`src/rtl/apb_master_pkg.sv`:
```
// Shared types and default widths for the APB master.
package apb_master_pkg;

  localparam int unsigned APB_DEFAULT_ADDR_WIDTH     = 32;
  localparam int unsigned APB_DEFAULT_DATA_WIDTH     = 32;
  localparam int unsigned APB_DEFAULT_TIMEOUT_CYCLES = 16;

  typedef enum logic [1:0] {
    ST_IDLE   = 2'd0,
    ST_SETUP  = 2'd1,
    ST_ACCESS = 2'd2,
    ST_RESP   = 2'd3
  } apb_master_state_t;

endpackage

```
`src/rtl/apb_master.sv`:
```
// Single-outstanding APB master: command in, one APB transfer, response out.
// Define APB_MASTER_TIMEOUT_EN to abort ACCESS after TIMEOUT_CYCLES without ready.
module apb_master
  import apb_master_pkg::*;
#(
  parameter int unsigned ADDR_WIDTH     = APB_DEFAULT_ADDR_WIDTH,
  parameter int unsigned DATA_WIDTH     = APB_DEFAULT_DATA_WIDTH,
  parameter int unsigned TIMEOUT_CYCLES = APB_DEFAULT_TIMEOUT_CYCLES
) (
  input  logic                    clk,
  input  logic                    rst,
  input  logic                    cmd_valid,
  output logic                    cmd_ready,
  input  logic                    cmd_wr,
  input  logic [ADDR_WIDTH-1:0]   cmd_addr,
  input  logic [DATA_WIDTH-1:0]   cmd_wdata,
  input  logic [DATA_WIDTH/8-1:0] cmd_strb,
  output logic                    rsp_valid,
  input  logic                    rsp_ready,
  output logic [DATA_WIDTH-1:0]   rsp_rdata,
  output logic                    rsp_err,
  output logic                    sel,
  output logic                    enable,
  output logic                    wr,
  output logic [ADDR_WIDTH-1:0]   addr,
  output logic [DATA_WIDTH-1:0]   wdata,
  output logic [DATA_WIDTH/8-1:0] strb,
  input  logic [DATA_WIDTH-1:0]   rdata,
  input  logic                    ready,
  input  logic                    slverr
);

  if (TIMEOUT_CYCLES == 0) begin : g_bad_timeout
    $error("apb_master: TIMEOUT_CYCLES must be at least 1");
  end

  apb_master_state_t state;

`ifdef APB_MASTER_TIMEOUT_EN
  localparam int unsigned TW = $clog2(TIMEOUT_CYCLES + 1);
  logic [TW-1:0] tmo_cnt;
  logic          tmo_hit;
  // Count holds (ACCESS cycles - 1), so the hit fires on the TIMEOUT_CYCLES-th cycle.
  assign tmo_hit = (tmo_cnt == TW'(TIMEOUT_CYCLES - 1));
`endif

  always_ff @(posedge clk or posedge rst) begin
    if (rst) begin
      state     <= ST_IDLE;
      cmd_ready <= 1'b1;
      sel       <= 1'b0;
      enable    <= 1'b0;
      wr        <= 1'b0;
      addr      <= '0;
      wdata     <= '0;
      strb      <= '0;
      rsp_valid <= 1'b0;
      rsp_err   <= 1'b0;
      rsp_rdata <= '0;
`ifdef APB_MASTER_TIMEOUT_EN
      tmo_cnt   <= '0;
`endif
    end else begin
      case (state)
        ST_IDLE: begin
          if (cmd_valid && cmd_ready) begin
            cmd_ready <= 1'b0;
            sel       <= 1'b1;
            wr        <= cmd_wr;
            addr      <= cmd_addr;
            wdata     <= cmd_wdata;
            strb      <= cmd_wr ? cmd_strb : '0;
            state     <= ST_SETUP;
`ifdef APB_MASTER_TIMEOUT_EN
            tmo_cnt   <= '0;
`endif
          end
        end
        ST_SETUP: begin
          enable <= 1'b1;
          state  <= ST_ACCESS;
        end
        ST_ACCESS: begin
          if (ready) begin
            sel       <= 1'b0;
            enable    <= 1'b0;
            rsp_valid <= 1'b1;
            rsp_err   <= slverr;
            rsp_rdata <= wr ? '0 : rdata;
            state     <= ST_RESP;
          end
`ifdef APB_MASTER_TIMEOUT_EN
          else if (tmo_hit) begin
            sel       <= 1'b0;
            enable    <= 1'b0;
            rsp_valid <= 1'b1;
            rsp_err   <= 1'b1;
            rsp_rdata <= '0;
            state     <= ST_RESP;
          end else begin
            tmo_cnt <= tmo_cnt + TW'(1);
          end
`endif
        end
        ST_RESP: begin
          if (rsp_ready) begin
            rsp_valid <= 1'b0;
            cmd_ready <= 1'b1;
            state     <= ST_IDLE;
          end
        end
        default: state <= ST_IDLE;
      endcase
    end
  end

endmodule

```
`config.mk`:
```
export PLATFORM = sky130hd
export DESIGN_NAME = apb_master
export DESIGN_NICKNAME = d
export VERILOG_FILES = /design/src/rtl/apb_master_pkg.sv /design/src/rtl/apb_master.sv
export SDC_FILE = /design/constraint.sdc
export NUM_CORES = 1
export LEC_CHECK = 0
export ABC_AREA = 1
export CAP_MARGIN = 20
export CORE_MARGIN = 4
export CORE_UTILIZATION = 27
export DETAILED_ROUTE_END_ITERATION = 7
export HOLD_SLACK_MARGIN = 0.1
export SLEW_MARGIN = 20
export SYNTH_ARGS = -nofsm -noshare
export SYNTH_HDL_FRONTEND = slang
export SYNTH_SLANG_ARGS = --single-unit
```
`constraint.sdc`:
```
create_clock -name clk -period 4.8 [get_ports clk]
set_input_delay 0.96 -clock clk [delete_from_list [all_inputs] [get_ports clk]]
set_output_delay 0.96 -clock clk [all_outputs]
set_load 0.03 [all_outputs]
```
==> results.sh <==
export IMPL_status="completed"
export IMPL_core_mm2=0.0154
export IMPL_num_nets_final=805
export IMPL_rows=45
export IMPL_grt_overflow_total=0
export IMPL_dr_pass1_iters=5
export IMPL_dp_hpwl_um=9410
export IMPL_io_pins=213
export IMPL_gp_congestion=0.768
export IMPL_path_class="reg -> out"
export IMPL_rrSetupSlack_ns=2.57
export IMPL_end_kind="output pin"
export IMPL_die_area_mm2=0.0180
export IMPL_period_share_pct=52.5
export IMPL_ys_seq_area_share_pct=62.9
export IMPL_cts_resized=0
export IMPL_cp_slowest_stage_delay_ns=0.67
export IMPL_max_freq_ghz=0.397
export IMPL_post_cts_setup_buffers=0
export IMPL_pre_cts_ws_ns=1.96
export IMPL_final_cell_mix="nand2_1 (288), clkdlybuf4s50_1 (212), dfrtp_1 (107), o21ai_0 (36)"
export IMPL_ys_ff_latch=108
export IMPL_synth_area_top_cells="dfrtp_1 (62%), nand2_1 (25%), o21ai_0 (4.2%)"
export IMPL_cts_tree="built"
export IMPL_drc=0
export IMPL_layout_drive_gt1_share_pct=3.45
export IMPL_crit_path_start_kind="flop"
export IMPL_diodes=0
export IMPL_setup_ws_ns=2.28
export IMPL_critical_path_top_delay_family="buffers and inverters"
export IMPL_holdPathStages=2
export IMPL_synth_cell_types=15
export IMPL_hold_class="reg -> reg"
export IMPL_synth_area_per_cell_um2=8.81
export IMPL_synth_area_mm2=0.00430
export IMPL_final_common_cell="nand2_1"
export IMPL_timing_rr_end="rsp_rdata[1]"
export IMPL_cp_max_fo=3
export IMPL_r2r_cells=5
export IMPL_clockBufferDepth=2
export IMPL_worst_pin_slew_ns=0.965
export IMPL_min_period_ns=2.52
export IMPL_grt_pass1_wl_um=20700
export IMPL_synth_cells=488
export IMPL_area_growth_pct=59.8
export IMPL_insertion_delay_ns=0.34
export IMPL_wl_per_cell_um=14.2
export IMPL_via_count=3883
export IMPL_yosys_warnings=0
export IMPL_r2r_start="state[0]"
export IMPL_die_y_um=134
export IMPL_vdd_ir_drop_max_mv=0.168
export IMPL_cp_slowest_cell="clkdlybuf4s50_1"
export IMPL_cp_arrival_ns=1.56
export IMPL_yosysTopAreaCell="dfrtp_1"
export IMPL_rsz0062_at_grt="no"
export IMPL_timing_slew_headroom_pct=35.6
export IMPL_vias_per_cell=4.28
export IMPL_cap_violations=0
export IMPL_htreeDepth=3
export IMPL_initial_utilization_pct=27.9
export IMPL_die_w_um=134
export IMPL_p_per_area_mw_per_mm2=250
export IMPL_antenna_found_initial=0
export IMPL_cts_root_buf="clkbuf_16"
export IMPL_synth_fp_nets=602
export IMPL_report_final_setup_viol=0
export IMPL_port_buffers=212
export IMPL_required_ns=3.84
export IMPL_drt_iter0_drc=178
export IMPL_worstPathCellList="clkdlybuf4s50_1"
export IMPL_grt_use_total_pct=14.4
export IMPL_clk_pin_slew_ns=0.07
export IMPL_drt_wl_total_um=12900
export IMPL_synth_top_area_share_pct=62.3
export IMPL_cts_sinks=108
export IMPL_hold_path_startpoint="wdata[1]"
export IMPL_grt_pass1_vias=3933
export IMPL_grt_max_degree=76
export IMPL_timing_setup_tns_ns=0
export IMPL_hold_buffers=0
export IMPL_cts_buffers=9
export IMPL_ant_nets=0
export IMPL_clock_skew_ns=0.00660
export IMPL_slew_viol_final=0
export IMPL_leakagePower_uw=0.00324
export IMPL_worstPathBufferInverterCount=1
export IMPL_fillerInstances=1465
export IMPL_hold_end="wdata[1]"
export IMPL_hold_viol=0
## area by class of cell
cell class                 count  area [µm²]  share of cell area, %
timing repair buffer         216        2150                   31.3
multi-input combinational    344        1420                   20.7
sequential                   108        2700                   39.3
clock inverter                 5        36.3                  0.528
tap                          211         264                   3.84
clock buffer                  11         243                   3.53
inverter                      12        50.0                  0.728
## routing by layer
layer  vias up  global-route usage, %  wire (µm)  share of wire, %
li1       1905                      -          -                 -
met1      1808                   16.6       5150                40
met2       161                   24.7       6300                49
met3         9                   6.04       1310                10
met4         0                   3.73        131               1.0
met5         -                      0          0                 0
## registers in the layout (all words and copies together) (netlist names), 2 cells and up
register	cells
addr	32
state	2
strb	4
rsp_rdata	32
wdata	32
## cell usage after synthesis
cell      instances
nand2_1         288
dfrtp_1         107
o21ai_0          36
buf_2            12
inv_1            10
nand3_1           8
clkbuf_1          7
ha_1              7
buf_6             3
nand4_1           3
buf_1             2
inv_2             2
dfstp_2           1
nor2_1            1
nor2_4            1
## kinds of logic (layout without fill, tap and decap cells)
kind of cell | count (synthesis) | in the layout | synth area share [%]
simple gates | 301 | 301 | 26.9
buf+inv | 36 | 244 | 4.02
fa+ha+maj | 7 | 7 | 2.04
flops | 108 | 108 | 62.9
compound gates | 36 | 36 | 4.19
## worst max-delay path by stage
stage,startpoint,to,slack (ns),cells past startpoint
6_report,cmd_ready,cmd_ready,2.28,1
2_1_floorplan,rst,addr[0],1.0,1
4_1_cts,cmd_ready,cmd_ready,2.23,1
5_1_grt,ready,rsp_rdata[1],2.12,4
3_3_place_gp,ready,rsp_rdata[0],2.07,4
3_5_place_dp,ready,rsp_rdata[8],1.96,4
## metrics by stage
stage | util (%) | total power [µW] | hold slack, ns | instance area, µm² | std cells
after detailed placement | 42.7 | 1040 | 0.459 | 6590 | 891
after floorplan | - | 941 | 0.519 | 4300 | 488
after CTS | 44.5 | 1750 | 0.477 | 6870 | 907
after global routing | 44.5 | 1800 | 0.493 | 6870 | 907
final | 44.5 | 1720 | 0.472 | 6870 | 907
after global placement | 42.7 | 1040 | 0.454 | 6590 | 891
## where the power goes
part	total (µW)	leakage, µW	switching, µW	internal (µW)
Combinational	109	0.00160	32.8	76.1
Clock	698	0.000133	330	368
Sequential	909	0.00150	0	909
Total	1720	0.00324	362	1350
(Power assumes the default switching activity.)
